$ cat src/rtl/ofdm_pkg.sv
// ofdm_pkg -- shared definitions for the OFDM receive front end.
//   cp_state_t      : control state of the cyclic-prefix remover
//   NFFT_LOG2_MIN   : smallest supported log2 FFT size (128 points)
//   NFFT_LOG2_MAX   : largest supported log2 FFT size (4096 points)
//   CP_LEN_W        : width of cyclic-prefix length / sample counter
//   nfft_in_range() : legality test for a requested log2 FFT size
package ofdm_pkg;

    localparam int NFFT_LOG2_MIN = 7;
    localparam int NFFT_LOG2_MAX = 12;
    localparam int CP_LEN_W      = 16;
    localparam int SYM_CNT_W     = 32;

    typedef enum logic [2:0] {
        ST_IDLE    = 3'd0,
        ST_ARMED   = 3'd1,
        ST_SKIP_CP = 3'd2,
        ST_PASS    = 3'd3,
        ST_DONE    = 3'd4
    } cp_state_t;

    // max_log2 is passed in so an instance can narrow the supported range.
    function automatic logic nfft_in_range(input logic [4:0] nfft, input int max_log2);
        return (int'(nfft) >= NFFT_LOG2_MIN) && (int'(nfft) <= max_log2);
    endfunction

endpackage

$ cat src/rtl/axis_skid_buf.sv
// axis_skid_buf -- two-entry AXI-stream register slice carrying data + tlast.
//   aclk, areset           : clock, synchronous active-high reset
//   s_tdata/s_tlast/s_tvalid/s_tready : upstream side
//   m_tdata/m_tlast/m_tvalid/m_tready : downstream side (fully registered)
//   empty                  : no beat held in either entry
// s_tready is registered (not full == skid entry free), so the upstream
// ready path never combinationally depends on m_tready.
module axis_skid_buf #(
    parameter int DATA_W = 32
) (
    input  logic              aclk,
    input  logic              areset,
    input  logic [DATA_W-1:0] s_tdata,
    input  logic              s_tlast,
    input  logic              s_tvalid,
    output logic              s_tready,
    output logic [DATA_W-1:0] m_tdata,
    output logic              m_tlast,
    output logic              m_tvalid,
    input  logic              m_tready,
    output logic              empty
);

    logic [DATA_W-1:0] main_data_reg;
    logic [DATA_W-1:0] skid_data_reg;
    logic              main_last_reg;
    logic              skid_last_reg;
    logic              main_valid_reg;
    logic              skid_valid_reg;

    always_ff @(posedge aclk) begin
        if (areset) begin
            main_data_reg  <= '0;
            skid_data_reg  <= '0;
            main_last_reg  <= 1'b0;
            skid_last_reg  <= 1'b0;
            main_valid_reg <= 1'b0;
            skid_valid_reg <= 1'b0;
        end else if (!main_valid_reg || m_tready) begin
            // Output entry frees up this cycle; the skid entry (older) has
            // priority. While the skid entry is occupied s_tready is low,
            // so no upstream beat can arrive at the same time.
            if (skid_valid_reg) begin
                main_data_reg  <= skid_data_reg;
                main_last_reg  <= skid_last_reg;
                main_valid_reg <= 1'b1;
                skid_valid_reg <= 1'b0;
            end else begin
                main_valid_reg <= s_tvalid;
                if (s_tvalid) begin
                    main_data_reg <= s_tdata;
                    main_last_reg <= s_tlast;
                end
            end
        end else if (s_tvalid && !skid_valid_reg) begin
            // Output stalled: park the incoming beat in the skid entry.
            skid_data_reg  <= s_tdata;
            skid_last_reg  <= s_tlast;
            skid_valid_reg <= 1'b1;
        end
    end

    assign s_tready = !skid_valid_reg;
    assign m_tdata  = main_data_reg;
    assign m_tlast  = main_valid_reg && main_last_reg;
    assign m_tvalid = main_valid_reg;
    assign empty    = !main_valid_reg && !skid_valid_reg;

endmodule

$ cat src/rtl/cp_remove.sv
// cp_remove -- strips the cyclic prefix from each OFDM symbol and forwards
// the 2^nfft useful samples to the FFT with tlast on the final sample.
//   aclk, areset            : clock, synchronous active-high reset
//   config_start            : latch nfft/cp_len/symbols/continuous (IDLE only)
//   nfft [4:0]              : log2 FFT size, legal 7..NFFT_LOG2_MAX
//   cp_len [15:0]           : cyclic-prefix length in samples
//   symbols [31:0]          : symbols per burst (ignored when continuous)
//   continuous              : run until stop instead of counting symbols
//   start                   : timing-sync pulse; next accepted beat is CP
//   stop                    : finish the symbol in flight, then end burst
//   s_axis_*                : time-domain input stream
//   m_axis_*                : FFT-input stream, tlast per symbol
//   busy / done / cfg_err   : status; done pulses once per burst, cfg_err sticky
module cp_remove #(
    parameter int DATA_W        = 32,
    parameter int NFFT_LOG2_MAX = ofdm_pkg::NFFT_LOG2_MAX
) (
    input  logic              aclk,
    input  logic              areset,
    input  logic              config_start,
    input  logic [4:0]        nfft,
    input  logic [15:0]       cp_len,
    input  logic [31:0]       symbols,
    input  logic              continuous,
    input  logic              start,
    input  logic              stop,
    input  logic [DATA_W-1:0] s_axis_tdata,
    input  logic              s_axis_tvalid,
    output logic              s_axis_tready,
    output logic [DATA_W-1:0] m_axis_tdata,
    output logic              m_axis_tvalid,
    input  logic              m_axis_tready,
    output logic              m_axis_tlast,
    output logic              busy,
    output logic              done,
    output logic              cfg_err
);

    import ofdm_pkg::*;

    cp_state_t             state_reg, state_next;
    logic [CP_LEN_W-1:0]   samp_cnt_reg, samp_cnt_next;
    logic [SYM_CNT_W-1:0]  sym_cnt_reg, sym_cnt_next;
    logic [CP_LEN_W-1:0]   cp_len_reg;
    logic [CP_LEN_W-1:0]   nfft_last_reg;
    logic [SYM_CNT_W-1:0]  symbols_reg;
    logic                  continuous_reg;
    logic                  stop_seen_reg;
    logic                  cfg_err_reg;

    logic                  nfft_ok;
    logic [CP_LEN_W-1:0]   nfft_last_calc;

    logic                  buf_in_valid;
    logic                  buf_in_ready;
    logic                  buf_in_last;
    logic                  buf_empty;

    assign nfft_ok        = nfft_in_range(nfft, NFFT_LOG2_MAX);
    // Index of the last useful sample, stored so the hot compare is a plain
    // equality against a register rather than a shifter.
    assign nfft_last_calc = CP_LEN_W'((32'd1 << nfft) - 32'd1);

    always_ff @(posedge aclk) begin
        if (areset) begin
            state_reg      <= ST_IDLE;
            samp_cnt_reg   <= '0;
            sym_cnt_reg    <= '0;
            cp_len_reg     <= '0;
            nfft_last_reg  <= '0;
            symbols_reg    <= '0;
            continuous_reg <= 1'b0;
            stop_seen_reg  <= 1'b0;
            cfg_err_reg    <= 1'b0;
        end else begin
            state_reg    <= state_next;
            samp_cnt_reg <= samp_cnt_next;
            sym_cnt_reg  <= sym_cnt_next;

            if (state_reg == ST_IDLE && config_start) begin
                if (nfft_ok) begin
                    cp_len_reg     <= cp_len;
                    nfft_last_reg  <= nfft_last_calc;
                    symbols_reg    <= symbols;
                    continuous_reg <= continuous;
                end else begin
                    cfg_err_reg <= 1'b1;
                end
            end

            // A stop seen anywhere in the burst is remembered until the
            // current symbol's final sample has been forwarded.
            if (state_reg == ST_IDLE) begin
                stop_seen_reg <= 1'b0;
            end else if (stop) begin
                stop_seen_reg <= 1'b1;
            end
        end
    end

    always_comb begin
        state_next    = state_reg;
        samp_cnt_next = samp_cnt_reg;
        sym_cnt_next  = sym_cnt_reg;
        s_axis_tready = 1'b0;
        buf_in_valid  = 1'b0;
        buf_in_last   = 1'b0;
        done          = 1'b0;

        case (state_reg)
            ST_IDLE: begin
                if (config_start && nfft_ok) begin
                    state_next    = ST_ARMED;
                    samp_cnt_next = '0;
                    sym_cnt_next  = '0;
                end
            end

            ST_ARMED: begin
                // Drain pre-sync samples so the source never backs up.
                s_axis_tready = 1'b1;
                if (start) begin
                    samp_cnt_next = '0;
                    if (symbols_reg == '0 && !continuous_reg) begin
                        state_next = ST_DONE;
                    end else if (cp_len_reg == '0) begin
                        state_next = ST_PASS;
                    end else begin
                        state_next = ST_SKIP_CP;
                    end
                end
            end

            ST_SKIP_CP: begin
                s_axis_tready = 1'b1;
                if (s_axis_tvalid) begin
                    if (samp_cnt_reg == cp_len_reg - 16'd1) begin
                        samp_cnt_next = '0;
                        state_next    = ST_PASS;
                    end else begin
                        samp_cnt_next = samp_cnt_reg + 1'b1;
                    end
                end
            end

            ST_PASS: begin
                s_axis_tready = buf_in_ready;
                buf_in_valid  = s_axis_tvalid;
                buf_in_last   = (samp_cnt_reg == nfft_last_reg);
                if (s_axis_tvalid && buf_in_ready) begin
                    if (samp_cnt_reg == nfft_last_reg) begin
                        samp_cnt_next = '0;
                        sym_cnt_next  = sym_cnt_reg + 32'd1;
                        if (stop_seen_reg || stop ||
                            (!continuous_reg && (sym_cnt_reg + 32'd1 == symbols_reg))) begin
                            state_next = ST_DONE;
                        end else if (cp_len_reg == '0) begin
                            state_next = ST_PASS;
                        end else begin
                            state_next = ST_SKIP_CP;
                        end
                    end else begin
                        samp_cnt_next = samp_cnt_reg + 1'b1;
                    end
                end
            end

            ST_DONE: begin
                // Hold off done until the last symbol has left the slice.
                if (buf_empty) begin
                    done       = 1'b1;
                    state_next = ST_IDLE;
                end
            end

            default: begin
                state_next = ST_IDLE;
            end
        endcase
    end

    axis_skid_buf #(
        .DATA_W (DATA_W)
    ) u_out_buf (
        .aclk     (aclk),
        .areset   (areset),
        .s_tdata  (s_axis_tdata),
        .s_tlast  (buf_in_last),
        .s_tvalid (buf_in_valid),
        .s_tready (buf_in_ready),
        .m_tdata  (m_axis_tdata),
        .m_tlast  (m_axis_tlast),
        .m_tvalid (m_axis_tvalid),
        .m_tready (m_axis_tready),
        .empty    (buf_empty)
    );

    assign busy    = (state_reg != ST_IDLE);
    assign cfg_err = cfg_err_reg;

endmodule

$ cat config.mk
export PLATFORM = sky130hd
export DESIGN_NAME = cp_remove
export DESIGN_NICKNAME = d
export VERILOG_FILES = /design/src/rtl/ofdm_pkg.sv /design/src/rtl/axis_skid_buf.sv /design/src/rtl/cp_remove.sv
export SDC_FILE = /design/constraint.sdc
export NUM_CORES = 1
export LEC_CHECK = 0
export CELL_PAD_IN_SITES_DETAIL_PLACEMENT = 1
export CELL_PAD_IN_SITES_GLOBAL_PLACEMENT = 1
export CORE_MARGIN = 2
export CORE_UTILIZATION = 41
export CTS_CLUSTER_SIZE = 14
export DETAILED_ROUTE_END_ITERATION = 10
export GPL_TIMING_DRIVEN = 0
export HOLD_SLACK_MARGIN = 0.15
export PLACE_DENSITY = 0.78
export SLEW_MARGIN = 20
export SYNTH_ARGS = -nofsm -noshare
export SYNTH_HDL_FRONTEND = slang
export SYNTH_SLANG_ARGS = --single-unit
$ cat constraint.sdc
create_clock -name aclk -period 4.25 [get_ports aclk]
set_input_delay 0.6375 -clock aclk [delete_from_list [all_inputs] [get_ports aclk]]
set_output_delay 0.6375 -clock aclk [all_outputs]
set_load 0.02 [all_outputs]
* Word level (Yosys, flattened, before mapping)
Index checks and enable logic that the tools add are counted.
** Storage, ports and cells
- Bits in registers :: 186
- Input bits :: 93
- Output and inout port bits :: 38
- Word-level logic and storage cells :: 102
** Operators by class
- $add $sub $neg :: 4
- Order comparisons :: 2
- Equality and inequality tests :: 14
- Shift operators :: 1
- Multiplexer cells :: 32
- Bitwise gates (word level) :: 2
- Reduce and logical (&&, ||, !) cells :: 32
** Operator list (number)
- 2-to-1 mux 32 bit :: 5
- 2-to-1 mux 16 bit :: 6
- case mux 16 bit (4 select lines) :: 1
- case mux 32 bit (2 select lines) :: 1
- adder 32 x 1 -> 32 bit (second input constant) :: 1
- == test 16 bit :: 2
- == test 32 bit :: 1
- logical NOT 32 bit :: 1
- subtractor 16 x 1 -> 16 bit (second input constant) :: 2
- 2-to-1 mux 3 bit :: 9
- adder 16 x 1 -> 16 bit (second input constant) :: 1
- logical NOT 16 bit :: 1
- left shift 1 x 5 -> 16 bit (first input constant) :: 1
- case mux 3 bit (5 select lines) :: 1
- != test 2 bit (second input constant) :: 6
- logical AND 1 bit :: 9
- 2-to-1 mux 1 bit :: 8
- AND reduction 2 bit :: 4
- AND reduction 7 bit :: 1
- == test 3 x 2 -> 1 bit (second input constant) :: 2
- OR reduction 2 bit :: 3
- greater-or-equal comparator 5 x 3 -> 1 bit (second input constant) :: 1
- less-or-equal comparator 5 x 4 -> 1 bit (second input constant) :: 1
- AND reduction 5 bit :: 1
- other kinds (12) :: 18

* Depth between registers and ports, before layout
Gate-level depths: netlist of the first run.
- Depth in word-level cells :: 8
- Mapped depth :: 12
- Gate-level depth less buffers :: 11

* By module
A second synthesis of the first run with hierarchy kept.
** Unflattened totals
- Cells, all modules :: 1247
- Area total of the unflattened synthesis :: 10004.6 um^2
** Modules (own cells, without submodules)
- cp_remove :: instances 1, cells each 938, area an instance 7094.3 um^2, seq. area each 2362.3 um^2
- axis_skid_buf :: instances 1, cells each 309, area an instance 2910.3 um^2, seq. area each 1361.3 um^2

* Worst setup path before layout of the first run
Ideal clock, no wire load.
- Kind :: flip-flop to flip-flop
- Start point :: reg sym_cnt_reg[0]
- End point :: reg state_reg[0]
- Library setup time :: 132 ps
- Arrival time :: 2977 ps
- Data required time :: 4118 ps
- Setup slack :: 1142 ps
- Cell stages (with the launch flop) :: 12
- Path buffers :: 1
- Clock period less this slack :: 3108 ps
- Cell sequence :: dfxtp_1 ha_1 clkbuf_2 nand3_2 or3_1 or4_1 nor2_1 xnor2_1 nand4_1 o41a_1 a211oi_1 nor3_1
** On the way
- Word-level cells in the longest chain between the ends :: 8
** RTL lines
- start: declaration :: line cp_remove.sv:43 : logic [SYM_CNT_W-1:0] sym_cnt_reg, sym_cnt_next;
- start signal: assignment :: line cp_remove.sv:78 : sym_cnt_reg <= sym_cnt_next;
- adder 32 x 1 -> 32 bit :: line cp_remove.sv:155 : (!continuous_reg && (sym_cnt_reg + 32'd1 == symbols_reg))) begin
- == test 32 bit :: line cp_remove.sv:155
- logical AND 1 bit :: line cp_remove.sv:155
- logical OR 1 bit :: line cp_remove.sv:154 : if (stop_seen_reg || stop ||
- 2-to-1 mux 3 bit :: line cp_remove.sv:154
- 2-to-1 mux 3 bit :: line cp_remove.sv:151 : if (samp_cnt_reg == nfft_last_reg) begin
- 2-to-1 mux 3 bit :: line cp_remove.sv:150 : if (s_axis_tvalid && buf_in_ready) begin
- case mux 3 bit (5 select lines) :: line cp_remove.sv:110 : case (state_reg)
- end signal: assignment :: line cp_remove.sv:76 : state_reg <= state_next;
- end: declaration :: line cp_remove.sv:41 : cp_state_t state_reg, state_next;
Every way passes these cells. The select of a mux whose other input is x is not followed.
A chain may end at the register's enable or synchronous reset.

* Worst setup path in the final report of the first run
Ends and elaborated chain as after synthesis.

==> results of run 1 <==
==> final timing paths <==
| kind | from | end | slack [ns] |
|---|---|---|---|
| worst min register to register | u_out_buf.skid_data_reg[23]$_SDFFE_PP0P_ | u_out_buf.skid_data_reg[23]$_SDFFE_PP0P_ | 0.46 |
| worst min-delay path | u_out_buf.skid_data_reg[23]$_SDFFE_PP0P_ | u_out_buf.skid_data_reg[23]$_SDFFE_PP0P_ | 0.46 |
| worst max-delay path | sym_cnt_reg[0]$_SDFFE_PP0P_ | state_reg[0]$_SDFFE_PP0P_ | 0.44 |
| worst max register to register | sym_cnt_reg[0]$_SDFFE_PP0P_ | state_reg[0]$_SDFFE_PP0P_ | 0.44 |
==> layout make-up <==
class	instances	area, um^2	area share (%)
Clock buffer	18	439	3.73
Buffer	89	358	3.04
Inverter	13	48.8	0.415
Antenna cell	2	5.00	0.0425
Sequential cell	186	3720	31.6
Timing Repair Buffer	127	1270	10.8
Tap cell	285	357	3.03
Clock inverter	14	194	1.65
Multi-Input combinational cell	927	5370	45.6
==> power by group through the flow <==
stage | registers [mW] | logic, mW | clock network, mW
2_1_floorplan | 1.93 | 0.526 | 0
3_3_place_gp | 1.93 | 0.906 | 0
3_5_place_dp | 1.93 | 0.926 | 0
4_1_cts | 1.89 | 0.936 | 1.72
5_1_grt | 1.90 | 1.02 | 1.79
6_report | 1.89 | 0.940 | 1.69
==> synthesized netlist by cell type, drive strengths merged (4+ instances only) <==
cell    count
nand2     210
dfxtp     186
a21oi     139
nor2      113
clkbuf     68
xnor2      53
o21ai      47
mux2i      40
a211oi     38
nand3      30
xor2       25
nor3       23
nor4       22
buf        21
or3        18
a31oi      15
nand4      14
inv        13
and3       12
nand3b     12
nand2b      9
o211ai      8
o31ai       8
and2        7
nor3b       7
or4         7
o311ai      6
nand4b      5
nor2b       5
or2         5
a211o       4
ha          4
nor4b       4
o21a        4
==> cells by family (layout without fill, tap and decap cells) <==
family                   after synthesis  count (layout)
buffers and inverters                102             261
multiplexers                          41              41
flip-flops                           186             186
AND/OR/NAND/NOR                      511             511
adder cells (fa/ha/maj)                4               4
AO/OA/AOI/OAI                        293             293
XOR/XNOR                              78              78
other                                  0               2
==> critical path: cells and delay by family (launching register included) <==
kind            cells  cell delay [ns]
flops               1             0.44
simple gates        6             1.84
compound gates      2             0.81
buf+inv             1             0.18
xor+xnor            1             0.20
fa+ha+maj           1             0.18
==> per-stage QoR <==
stage / hold slack [ns] / std cells / setup WS [ns] / util [%] / power (mW)
3_3_place_gp: 0.442 / 1627 / 0.283 / 49.0 / 2.83
6_report: 0.461 / 1661 / 0.445 / 51.8 / 4.52
5_1_grt: 0.484 / 1659 / 0.238 / 51.8 / 4.72
4_1_cts: 0.462 / 1659 / 0.474 / 51.8 / 4.54
2_1_floorplan: 0.436 / 1215 / 1.14 / - / 2.46
3_5_place_dp: 0.450 / 1627 / 0.113 / 49.0 / 2.85
==> routing by layer <==
metal | wire, um | vias up
li1 | - | 4586
met1 | 14500 | 4658
met2 | 15000 | 254
met3 | 2280 | 40
met4 | 552 | 2
met5 | 13 | -
==> impl_metrics.csv, run 1 <==
group,metric,value,unit
outcome,status,"completed",
place,io_buffers,127,
timing,finalSetupViolCount,0,
floorplanning,std_cell_rows,55,
setup_path,slowest_delay,0.66,ns
clocking,clkSlewWorstSetupHoldPaths,0.08,ns
logic_synthesis,synth_area,0.00950,mm^2
floorplanning,coreArea,0.0227,mm^2
detailed_routing,vias_per_cell,5.74,
power,power_switching,1.46,mW
power,seqPwrFrac,41.8,%
hold_path,min_path_type,"flip-flop to flip-flop",
logic_synthesis,synth_xor_area_share,7.19,%
setup_path,cp_slowest_cell,"or4_1",
power,ir_drop,0.000266,V
timing,finalCriticalPeriod,3.81,ns
power,clkPwrFrac,37.5,%
timing,hold_viol_final,0,
floorplanning,dieArea,0.0244,mm^2
logic_synthesis,ys_seq_area_share,39.2,%
grt,grt_util_met1,34.2,%
timing,slew_headroom,34.4,%
clocking,cts_max_level,4,
setup_path,critical_path.cell_chain,"ha_1, clkbuf_2, nand3_2, or3_1, or4_1, nor2_1, xnor2_1, nand4_1, o41a_1, a211oi_1, nor3_1",
timing,min_period_over_period,89.5,%
grt,overflow,0,
logic_synthesis,synth_top_family_by_area,"simple AND/OR/NAND/NOR gates",
floorplanning,initial_utilization,41.8,%
setup_path,cp.required,4.55,ns
grt,grt_pass1_vias,9762,
power,combPwrFrac,20.8,%
clocking,ctsHoldBuffers,0,
logic_synthesis,synth_top_area_share,39.2,%
detailed_routing,drc,0,
clocking,post_cts_buffers,0,
finish,layout.nets,1458,
timing,finalMaxSlewViolations,0,
hold_path,min_path_cells,2,
job,maxCapViolCount,0,
power,power.leakage,3.88,nW
logic_synthesis,synth-edff-count,0,
logic_synthesis,synth_mux_area_share,4.33,%
setup_path,path_max_fanout,9,
clocking,clk_latency,0.45,ns
finish,drive_above_1_share,4.59,%
logic_synthesis,yosys-top-cells-area,"dfxtp_1, nand2_1, a21oi_1",
setup_path,cp.arrival,4.10,ns
logic_synthesis,synthAdderAreaFrac,0.527,%
detailed_routing,wirelength,32300,um
clocking,cts_num_sinks,186,
clocking,clock-root-buffer,"clkbuf_16",
logic_synthesis,async_reset_ff_share,0,%
grt,grt_busiest_layer,"met2",
logic_synthesis,synth-simple-area-share,25.8,%
timing,skew,0.0142,ns
finish,syn_to_final_growth,23.9,%
finish,final_common_cell,"nand2_1",
power,p_int,3.06,mW
clocking,cts_tree,"yes",
grt,use_met2,45.0,%
detailed_routing,drt_pass1_iterations,5,
grt,grt_first_pass_wirelength,51600,um
finish,fill_cells,2814,
clocking,cts-resized-gates,0,
timing,rsz0062_at_grt,"false",
timing,max_freq,263,MHz
finish,finalInstanceArea,0.0118,mm^2
place,dp_hpwl,24000,um
grt,grt_max_degree,21,
logic_synthesis,ys.flop_type,"dfxtp_1",
grt,use_met3,7.50,%
power,switching_share,32.4,%
detailed_routing,wl_per_cell,19.4,um
finish,layout_common_cells,"nand2_1, dfxtp_1, a21oi_1",
floorplanning,die_w,156,um
setup_path,critPathKind,"flip-flop to flip-flop",
detailed_routing,first_iter_violations,526,
place,placed_area,0.0111,mm^2
clocking,cts_buffer_depth,2,
setup_path,endpoint_kind,"flip-flop",
detailed_routing,num_vias,9540,
setup_path,rr_worst_depth,11,
floorplanning,ios,131,
place,gp_congestion,0.872,
grt,antenna_found_initial,3,
logic_synthesis,synth.largest_area_cell,"dfxtp_1",
clocking,numCtsBuffers,17,
logic_synthesis,synth-seq-cells,186,
power,powerDensity,385,mW/mm^2
floorplanning,fp.dieH,156,um
setup_path,worst_setup_path_start_kind,"flip-flop",
timing,fin_setup_tns,0,ns
logic_synthesis,ys_warn_count,0,
grt,grt_usage,26.9,%
logic_synthesis,syn_area_per_cell,7.82,um^2
logic_synthesis,synth.net_count,1312,
timing,worstMarginPinSlew,0.976,ns
logic_synthesis,synth_compound_area_share,18.7,%
logic_synthesis,synth_cell_types,68,
logic_synthesis,syn_inst,1215,
detailed_routing,drtAntennaViolNets,0,
(Power assumes the default switching activity.)
==> inputs of run 2 (changes only) <==
Settings changed: CAP_MARGIN set to 5.
==> results of run 2 <==
Final layout, timing and power as in run 1 (identical DEF).
==> inputs of run 3 (changes only) <==
Settings changed: REMOVE_ABC_BUFFERS set to 1.
==> run 3 against run 2 <==
First-iteration DRC count is 21% lower. Wire length is 11% lower. Sequential share of layout area up 0.27 points. Cell count is 4.7% lower. Fmax down 3.0%. Worst hold slack worse by 0.0011 ns. Clock-buffer cell count is 1 lower. Non-clock buffer count is 76 lower. Largest power group unchanged.
==> impl_metrics.csv, run 3 (synthesis gave the netlist of run 1 again) <==
group,metric,value,unit
outcome,status,"completed",
hold_path,min_path_cells,2,
setup_path,critPathKind,"input port to flip-flop",
grt,antenna_found_initial,3,
setup_path,slowest_delay,0.62,ns
timing,holdWs,0.460,ns
timing,finalSetupViolCount,0,
finish,final_common_cell,"nand2_1",
detailed_routing,drtAntennaViolNets,0,
finish,instances_no_fill,1583,
timing,hold_viol_final,0,
clocking,cts_num_sinks,186,
place,dp_slack,-0.0967,ns
place,io_buffers,130,
floorplanning,fp.dieH,156,um
power,powerDensity,383,mW/mm^2
detailed_routing,drt_pass1_iterations,4,
detailed_routing,first_iter_violations,417,
timing,fin_setup_tns,0,ns
timing,rsz0062_at_grt,"false",
finish,finalInstanceArea,0.0117,mm^2
place,gp_congestion,0.806,
setup_path,cp_slowest_cell,"nor2_2",
finish,antenna_cells,0,
floorplanning,initial_utilization,41.8,%
power,power.leakage,3.83,nW
clocking,cts_tree,"yes",
hold_path,min_path_type,"flip-flop to flip-flop",
power,ir_drop,0.000302,V
place,post-place-cells,1551,
timing,worstMarginPinSlew,1.11,ns
job,maxCapViolCount,0,
floorplanning,std_cell_rows,55,
floorplanning,ios,131,
timing,finalMaxSlewViolations,0,
setup_path,cp.arrival,4.30,ns
clocking,numCtsBuffers,17,
floorplanning,die_w,156,um
timing,setup_ws,0.325,ns
clocking,cts_buffer_depth,2,
timing,finalCriticalPeriod,3.93,ns
setup_path,cp.required,4.63,ns
grt,overflow,0,
finish,layout_common_cells,"nand2_1, dfxtp_1, a21oi_1",
clocking,cts_max_level,4,
clocking,clkSlewWorstSetupHoldPaths,0.08,ns
detailed_routing,wl_per_cell,18.1,um
clocking,cts-resized-gates,0,
finish,utilization,51.4,%
detailed_routing,drc,0,
setup_path,rr_worst_depth,9,
grt,grt_max_degree,101,
setup_path,path_max_fanout,24,
timing,skew,0.0111,ns
finish,syn_to_final_growth,22.9,%
clocking,ctsHoldBuffers,0,
grt,grt_first_pass_wirelength,46300,um
grt,grt_usage,23.6,%
grt,grt_pass1_vias,9078,
floorplanning,dieArea,0.0244,mm^2
clocking,post_cts_buffers,0,
clocking,clock-root-buffer,"clkbuf_16",
setup_path,critical_path.cell_chain,"clkdlybuf4s50_1, o21ai_0, nand2_1, a21oi_1, and3_4, o22ai_4, buf_16, nor2_2, nand2_1, or4_1, a21oi_1",
place,dp_hpwl,19700,um
power,power,4.48,mW
floorplanning,coreArea,0.0227,mm^2
clocking,clk_latency,0.45,ns
timing,max_freq,255,MHz
timing,slew_headroom,25.3,%
detailed_routing,wirelength,28700,um
place,placed_area,0.0111,mm^2
finish,layout.nets,1382,
setup_path,endpoint_kind,"flip-flop",
finish,drive_above_1_share,5.32,%
finish,fill_cells,2735,
timing,min_period_over_period,92.4,%
detailed_routing,num_vias,9002,
detailed_routing,vias_per_cell,5.69,
setup_path,worst_setup_path_start_kind,"input port",
-- run 3: changes by cell type in the layout (fill, tap and decap cells not counted), sizes merged --
cell | before | now
diode | 2 | 0
bufinv | 1 | 0
clkbuf | 86 | 17
clkdlybuf4s50 | 127 | 129
buf | 21 | 11
clkinv | 6 | 8
-- run 3: final timing paths --
check | start | to | slack, ns
setup / recovery | nfft[0] | sym_cnt_reg[31]$_SDFFE_PP0P_ | 0.32
hold / removal | u_out_buf.skid_data_reg[11]$_SDFFE_PP0P_ | u_out_buf.skid_data_reg[11]$_SDFFE_PP0P_ | 0.46
setup reg to reg | samp_cnt_reg[9]$_SDFFE_PP0P_ | sym_cnt_reg[31]$_SDFFE_PP0P_ | 0.34
hold reg to reg | u_out_buf.skid_data_reg[11]$_SDFFE_PP0P_ | u_out_buf.skid_data_reg[11]$_SDFFE_PP0P_ | 0.46
-- run 3: power by group --
part	internal [mW]	switching, mW
Clock	0.809	0.852
Combinational	0.388	0.517
Sequential	1.81	0.0961
Total	3.01	1.47
-- run 3: layout make-up --
type                       count  area (um^2)  area share, %
clock buffer                  17          425           3.64
clock inverter                15          194           1.66
inverter                      13         48.8          0.418
multi-input combinational    927         5420           46.4
sequential                   186         3730           31.9
tap                          285          357           3.05
timing repair buffer         140         1500           12.9
-- run 3: layer usage --
layer,part of all wire (%),up-vias,track usage [%]
met4,1.8,4,7.21
met3,6.7,45,7.01
met2,46,191,38.3
met5,0.10,-,0
li1,-,4421,-
met1,46,4341,30.4
-- run 3: critical path, delay by kind of cell --
family | cells | cell delay [ns]
buffers and inverters | 2 | 0.80
AOI/OAI and AO/OA | 4 | 1.02
and+or+nand+nor | 5 | 1.83
